===== src/rtl/fifo_wr_arbiter.sv =====
// Round-robin arbiter sharing one FIFO write port among NREQ valid/ready producers.
// A grant lasts until the owner's last beat or MAX_BURST beats, with one IDLE bubble between grants.
module fifo_wr_arbiter #(
   parameter int unsigned NREQ      = 4,
   parameter int unsigned WIDTH     = 8,
   parameter int unsigned MAX_BURST = 4,
   parameter int unsigned IDW       = $clog2(NREQ)
) (
   input  logic                    clk,
   input  logic                    rst,
   input  logic [NREQ-1:0]         req_valid,
   input  logic [NREQ-1:0]         req_last,
   input  logic [NREQ*WIDTH-1:0]   req_data,
   output logic [NREQ-1:0]         req_ready,
   input  logic                    fifo_full,
   output logic                    fifo_wen,
   output logic [WIDTH-1:0]        fifo_wdata,
   output logic                    grant_valid,
   output logic [IDW-1:0]          grant_id
);

   localparam int unsigned CW = $clog2(MAX_BURST + 1);
   localparam int unsigned IW = IDW + 1;

   typedef enum logic [0:0] {
      IDLE  = 1'b0,
      BURST = 1'b1
   } state_t;

   state_t          state_q, state_d;
   logic [IDW-1:0]  grant_id_q, grant_id_d;
   logic [IDW-1:0]  rr_ptr_q, rr_ptr_d;
   logic [CW-1:0]   beat_cnt_q, beat_cnt_d;

   logic            win_found;
   logic [IDW-1:0]  win_id;
   logic [IW-1:0]   cand;
   logic            owner_valid;
   logic            owner_last;
   logic [WIDTH-1:0] owner_data;
   logic            accept;
   logic [CW-1:0]   beat_inc;
   logic [IDW-1:0]  ptr_next;

   // Scan from rr_ptr upward; the extra bit in cand lets the wrap work for any NREQ.
   always_comb begin
      win_found = 1'b0;
      win_id    = '0;
      cand      = '0;
      for (int unsigned k = 0; k < NREQ; k++) begin
         cand = {1'b0, rr_ptr_q} + IW'(k);
         if (cand >= IW'(NREQ)) begin
            cand = cand - IW'(NREQ);
         end
         if (!win_found && req_valid[cand[IDW-1:0]]) begin
            win_found = 1'b1;
            win_id    = cand[IDW-1:0];
         end
      end
   end

   always_comb begin
      owner_valid = 1'b0;
      owner_last  = 1'b0;
      owner_data  = '0;
      for (int unsigned k = 0; k < NREQ; k++) begin
         if (grant_id_q == IDW'(k)) begin
            owner_valid = req_valid[k];
            owner_last  = req_last[k];
            owner_data  = req_data[k*WIDTH +: WIDTH];
         end
      end
   end

   assign accept   = (state_q == BURST) && owner_valid && !fifo_full;
   assign beat_inc = beat_cnt_q + 1'b1;
   assign ptr_next = (grant_id_q == IDW'(NREQ - 1)) ? '0 : grant_id_q + 1'b1;

   always_comb begin
      state_d    = state_q;
      grant_id_d = grant_id_q;
      rr_ptr_d   = rr_ptr_q;
      beat_cnt_d = beat_cnt_q;
      case (state_q)
         IDLE: begin
            if (win_found) begin
               state_d    = BURST;
               grant_id_d = win_id;
               beat_cnt_d = '0;
            end
         end
         BURST: begin
            if (accept) begin
               beat_cnt_d = beat_inc;
               if (owner_last || (beat_inc == CW'(MAX_BURST))) begin
                  state_d    = IDLE;
                  rr_ptr_d   = ptr_next;
                  beat_cnt_d = '0;
               end
            end
         end
         default: state_d = IDLE;
      endcase
   end

   always_ff @(posedge clk) begin
      if (rst) begin
         state_q    <= IDLE;
         grant_id_q <= '0;
         rr_ptr_q   <= '0;
         beat_cnt_q <= '0;
      end else begin
         state_q    <= state_d;
         grant_id_q <= grant_id_d;
         rr_ptr_q   <= rr_ptr_d;
         beat_cnt_q <= beat_cnt_d;
      end
   end

   // Handshake outputs stay combinational so a beat can move in the first BURST cycle.
   always_comb begin
      req_ready  = '0;
      fifo_wen   = 1'b0;
      fifo_wdata = '0;
      if (state_q == BURST) begin
         for (int unsigned k = 0; k < NREQ; k++) begin
            req_ready[k] = (grant_id_q == IDW'(k)) && !fifo_full;
         end
         fifo_wen   = owner_valid && !fifo_full;
         fifo_wdata = owner_data;
      end
   end

   assign grant_valid = (state_q == BURST);
   assign grant_id    = grant_id_q;

endmodule


===== config.mk =====
export PLATFORM = sky130hd
export DESIGN_NAME = fifo_wr_arbiter
export DESIGN_NICKNAME = d
export VERILOG_FILES = /design/src/rtl/fifo_wr_arbiter.sv
export SDC_FILE = /design/constraint.sdc
export NUM_CORES = 1
export LEC_CHECK = 0
export CORE_MARGIN = 4
export CORE_UTILIZATION = 36
export CTS_CLUSTER_SIZE = 16
export DETAILED_ROUTE_END_ITERATION = 16
export GPL_ROUTABILITY_DRIVEN = 0
export PLACE_DENSITY = 0.83
export SYNTH_ARGS = -nofsm -noshare
export SYNTH_HDL_FRONTEND = slang
export SYNTH_SLANG_ARGS = --single-unit

===== constraint.sdc =====
create_clock -name clk -period 2.7 [get_ports clk]
set_clock_uncertainty 0.2 [all_clocks]
set_input_delay 0.27 -clock clk [delete_from_list [all_inputs] [get_ports clk]]
set_output_delay 0.27 -clock clk [all_outputs]
set_load 0.005 [all_outputs]

==> out/results.tsv <==
stage	metric	value	unit
outcome	status	complete, no violations	
critical_path	crit_chain	ha_1, or3b_1, a211oi_2, a31oi_4, inv_1, clkdlybuf4s50_1	
critical_path	r2r_cells	8	
floorplan	die_w	57.78	um
critical_path	crit_path_top_delay_cell	clkdlybuf4s50_1	
critical_path	cpPeakStageDelay	520	ps
logic_synthesis	syn_inst	126	
min_path	hold-path-endpoint	beat_cnt_q[0]	
grt	grt_max_degree	22	
timing	rsz0062_at_grt	yes	
logic_synthesis	avgSynthCellArea	7.080	um^2
clock_network	cts_tree	yes	
power_and_ir_drop	switching_share	31.50	%
logic_synthesis	synthArstFlopShare	0	%
logic_synthesis	synth_enable_flop_cells	0	
detailed_routing	dr.pass1.iters	6	
critical_path	reg2reg_from	grant_id[0]	
detailed_routing	drtIter0Drc	51	
clock_network	path_clk_slew	50	ps
detailed_routing	ant_nets	0	
clock_network	cts_made_buffers	3	
finish	drive_above_1_share	15.43	%
power_and_ir_drop	seqPwrFrac	27.9	%
grt	track_usage	19.37	%
floorplan	rows	17	
power_and_ir_drop	leakagePower	0.7225	nW
clock_network	cts_num_sinks	8	
timing	hold_violations	0	
clock_network	root_buffer	clkbuf_4	
logic_synthesis	synth_seq_cells	8	
clock_network	h-tree-depth	1	
grt	globalRouteOverflowTotal	0	
timing	tns	0	ps
logic_synthesis	yosysMostFrequentCell	a21oi_1	
logic_synthesis	yosysTopAreaCell	dfxtp_1	
finish	diodes	0	
critical_path	end_kind	output port	
clock_network	cts_buffer_depth	2	
floorplan	dieArea	3339	um^2
min_path	hp-class	reg -> reg	
finish	nets	239	
grt	antenna_found_initial	0	
timing	fin_crit_sh	99.45	%
critical_path	cp.required	2230	ps
timing	tightest_slew	403.0	ps
floorplan	core-area	2276	um^2
logic_synthesis	synthFlopType	dfxtp_1	
min_path	holdPathStages	2	
detailed_routing	viasPerCell	5.639	
grt	grt_first_pass_wirelength	5119	um
timing	setup_viol	0	
detailed_routing	drcViolationCount	0	
critical_path	cp_max_fo	9	
critical_path	cp_num_cells	6	
critical_path	start_kind	register	
placed_design	port_buffers	58	
timing	report.final.slew_viol_count	0	
detailed_routing	wl_per_cell	15.48	um
job	maxCapViolations	0	
floorplan	fp.dieH	57.78	um
logic_synthesis	seq_area_frac_synth	17.95	%
critical_path	worstSetupPathType	reg -> out	
floorplan	ios	59	
timing	period_needed	2685	ps
critical_path	cp_top_family	buffers and inverters	
critical_path	reg2reg_slack	410	ps
power_and_ir_drop	p_sw	0.1453	mW
detailed_routing	wl	3343	um
logic_synthesis	yosysWarnings	0	
timing	max_slew_margin	72.44	%
timing	fmax	0.3724	GHz
timing	setup_ws	14.81	ps
critical_path	cp.buffers_inverters	2	
placed_design	place_hpwl	2463	um
power_and_ir_drop	p_comb_share	52.3	%
logic_synthesis	ys_types	33	
logic_synthesis	ys_top_cells_by_area	dfxtp_1, a21oi_1, ha_1	
logic_synthesis	synth.cells.most_frequent	a21oi_1, nor2_1, nor2b_1	
power_and_ir_drop	ir_drop	0.2832	mV
placed_design	place_ws	139.0	ps
finish	syn_to_final_growth	85.13	%
power_and_ir_drop	p_int	0.3160	mW
logic_synthesis	synth_area	892.1	um^2
grt	grt_pass1_vias	1134	
floorplan	initial_core_util	39.20	%
logic_synthesis	synth.top_cell.area_share	17.95	%
power_and_ir_drop	p_clk_share	19.8	%
detailed_routing	vias	1218	
power_and_ir_drop	power.density	279.3	nW/um^2
critical_path	arrival	2220	ps
clock_network	clk_latency	260	ps
critical_path	r2r-end	beat_cnt_q[0]	
min_path	hold_start	beat_cnt_q[0]	
logic_synthesis	synth_nets	175	
-- power groups by stage --
stage	combinational, mW	sequential (mW)	clock [mW]
floorplan	0.0950	0.130	0
global placement	0.218	0.131	0
detailed placement	0.222	0.131	0
CTS	0.222	0.128	0.0973
global route	0.264	0.129	0.101
finish	0.241	0.128	0.0915
-- layout by cell type, fill, tap and decap left out, types with 2 or more instances in the layout --
| cell type | count |
|---|---|
| ha_1 | 3 |
| dlymetal6s2s_1 | 6 |
| nor2_1 | 12 |
| clkdlybuf4s50_1 | 51 |
| and2_1 | 5 |
| o21ai_0 | 7 |
| clkbuf_4 | 3 |
| nand3_1 | 2 |
| nand2_1 | 3 |
| nor3_1 | 7 |
| nand4b_1 | 2 |
| buf_4 | 8 |
| inv_1 | 6 |
| dfxtp_1 | 6 |
| mux2i_1 | 2 |
| nand3b_1 | 3 |
| a221oi_2 | 6 |
| ha_2 | 2 |
| nand2b_1 | 3 |
| and3_1 | 2 |
| nor2b_1 | 10 |
| dfxtp_4 | 2 |
| a21oi_1 | 19 |
-- worst min-delay path, cell delays in order (launching register included) --
cell     delay, ps
dfxtp_1        330
nand3_1         80
a21oi_1         60
-- how the worst max path moves through the flow --
stage | startpoint | to | slack (ps)
CTS | grant_id[0] | fifo_wen | 10
finish | grant_id[0] | fifo_wen | 10
global placement | grant_id[0] | fifo_wdata[1] | 220
floorplan | grant_id[0] | beat_cnt_q[0] | 560
detailed placement | grant_id[1] | fifo_wdata[6] | 140
global route | grant_id[0] | fifo_wen | -90
-- logic make-up after synthesis --
logic type | count (synthesis) | share of synthesized area, %
AND/OR/NAND/NOR | 55 | 34.50
adder cells (fa/ha/maj) | 6 | 8.415
flip-flops | 8 | 17.95
multiplexers | 2 | 2.244
buffers and inverters | 13 | 5.749
AO/OA/AOI/OAI | 42 | 31.14
-- layout make-up --
type,count,area [um^2]
clock buffers,3,22.52
fillers,172,624.3
inverters,6,22.52
multi-input cells,105,749.5
flip-flops and latches,8,167.7
well taps,28,35.03
repair buffers,66,654.4
-- state kept, by name, summed over array words and instances, names as in the netlist --
name,count
beat_cnt_q,3
grant_id,2
grant_valid,1
rr_ptr_q,2
-- per-stage QoR --
stage,utilization (%),power (mW),instances,instance area [um^2],hold slack [ps]
after global placement,66.96,0.3484,211,1524,292.3
after CTS,68.33,0.4481,214,1555,322.3
after detailed placement,66.96,0.3533,211,1524,315.5
after global routing,72.57,0.4944,216,1652,352.8
after floorplan,-,0.2247,126,892.1,273.3
final,72.57,0.4613,216,1652,321.1
-- per-layer routing --
metal  track usage [%]  routed length, um  up-vias  share of wire (%)
met4             9.272                 55        0                1.6
met5                 0                  0        -                  0
met3             3.786                380        7                 11
met2             30.32               1497       72                 45
li1                  -                  -      589                  -
met1             25.30               1409      550                 42
-- timing repair --
action                                  CTS  global route
resized for setup                         6            18
hold buffers                              0             0
pin swaps                                 0             2
endpoints found under the setup margin    9             9
buffers inserted                          0             2
(Power assumes the default switching activity.)
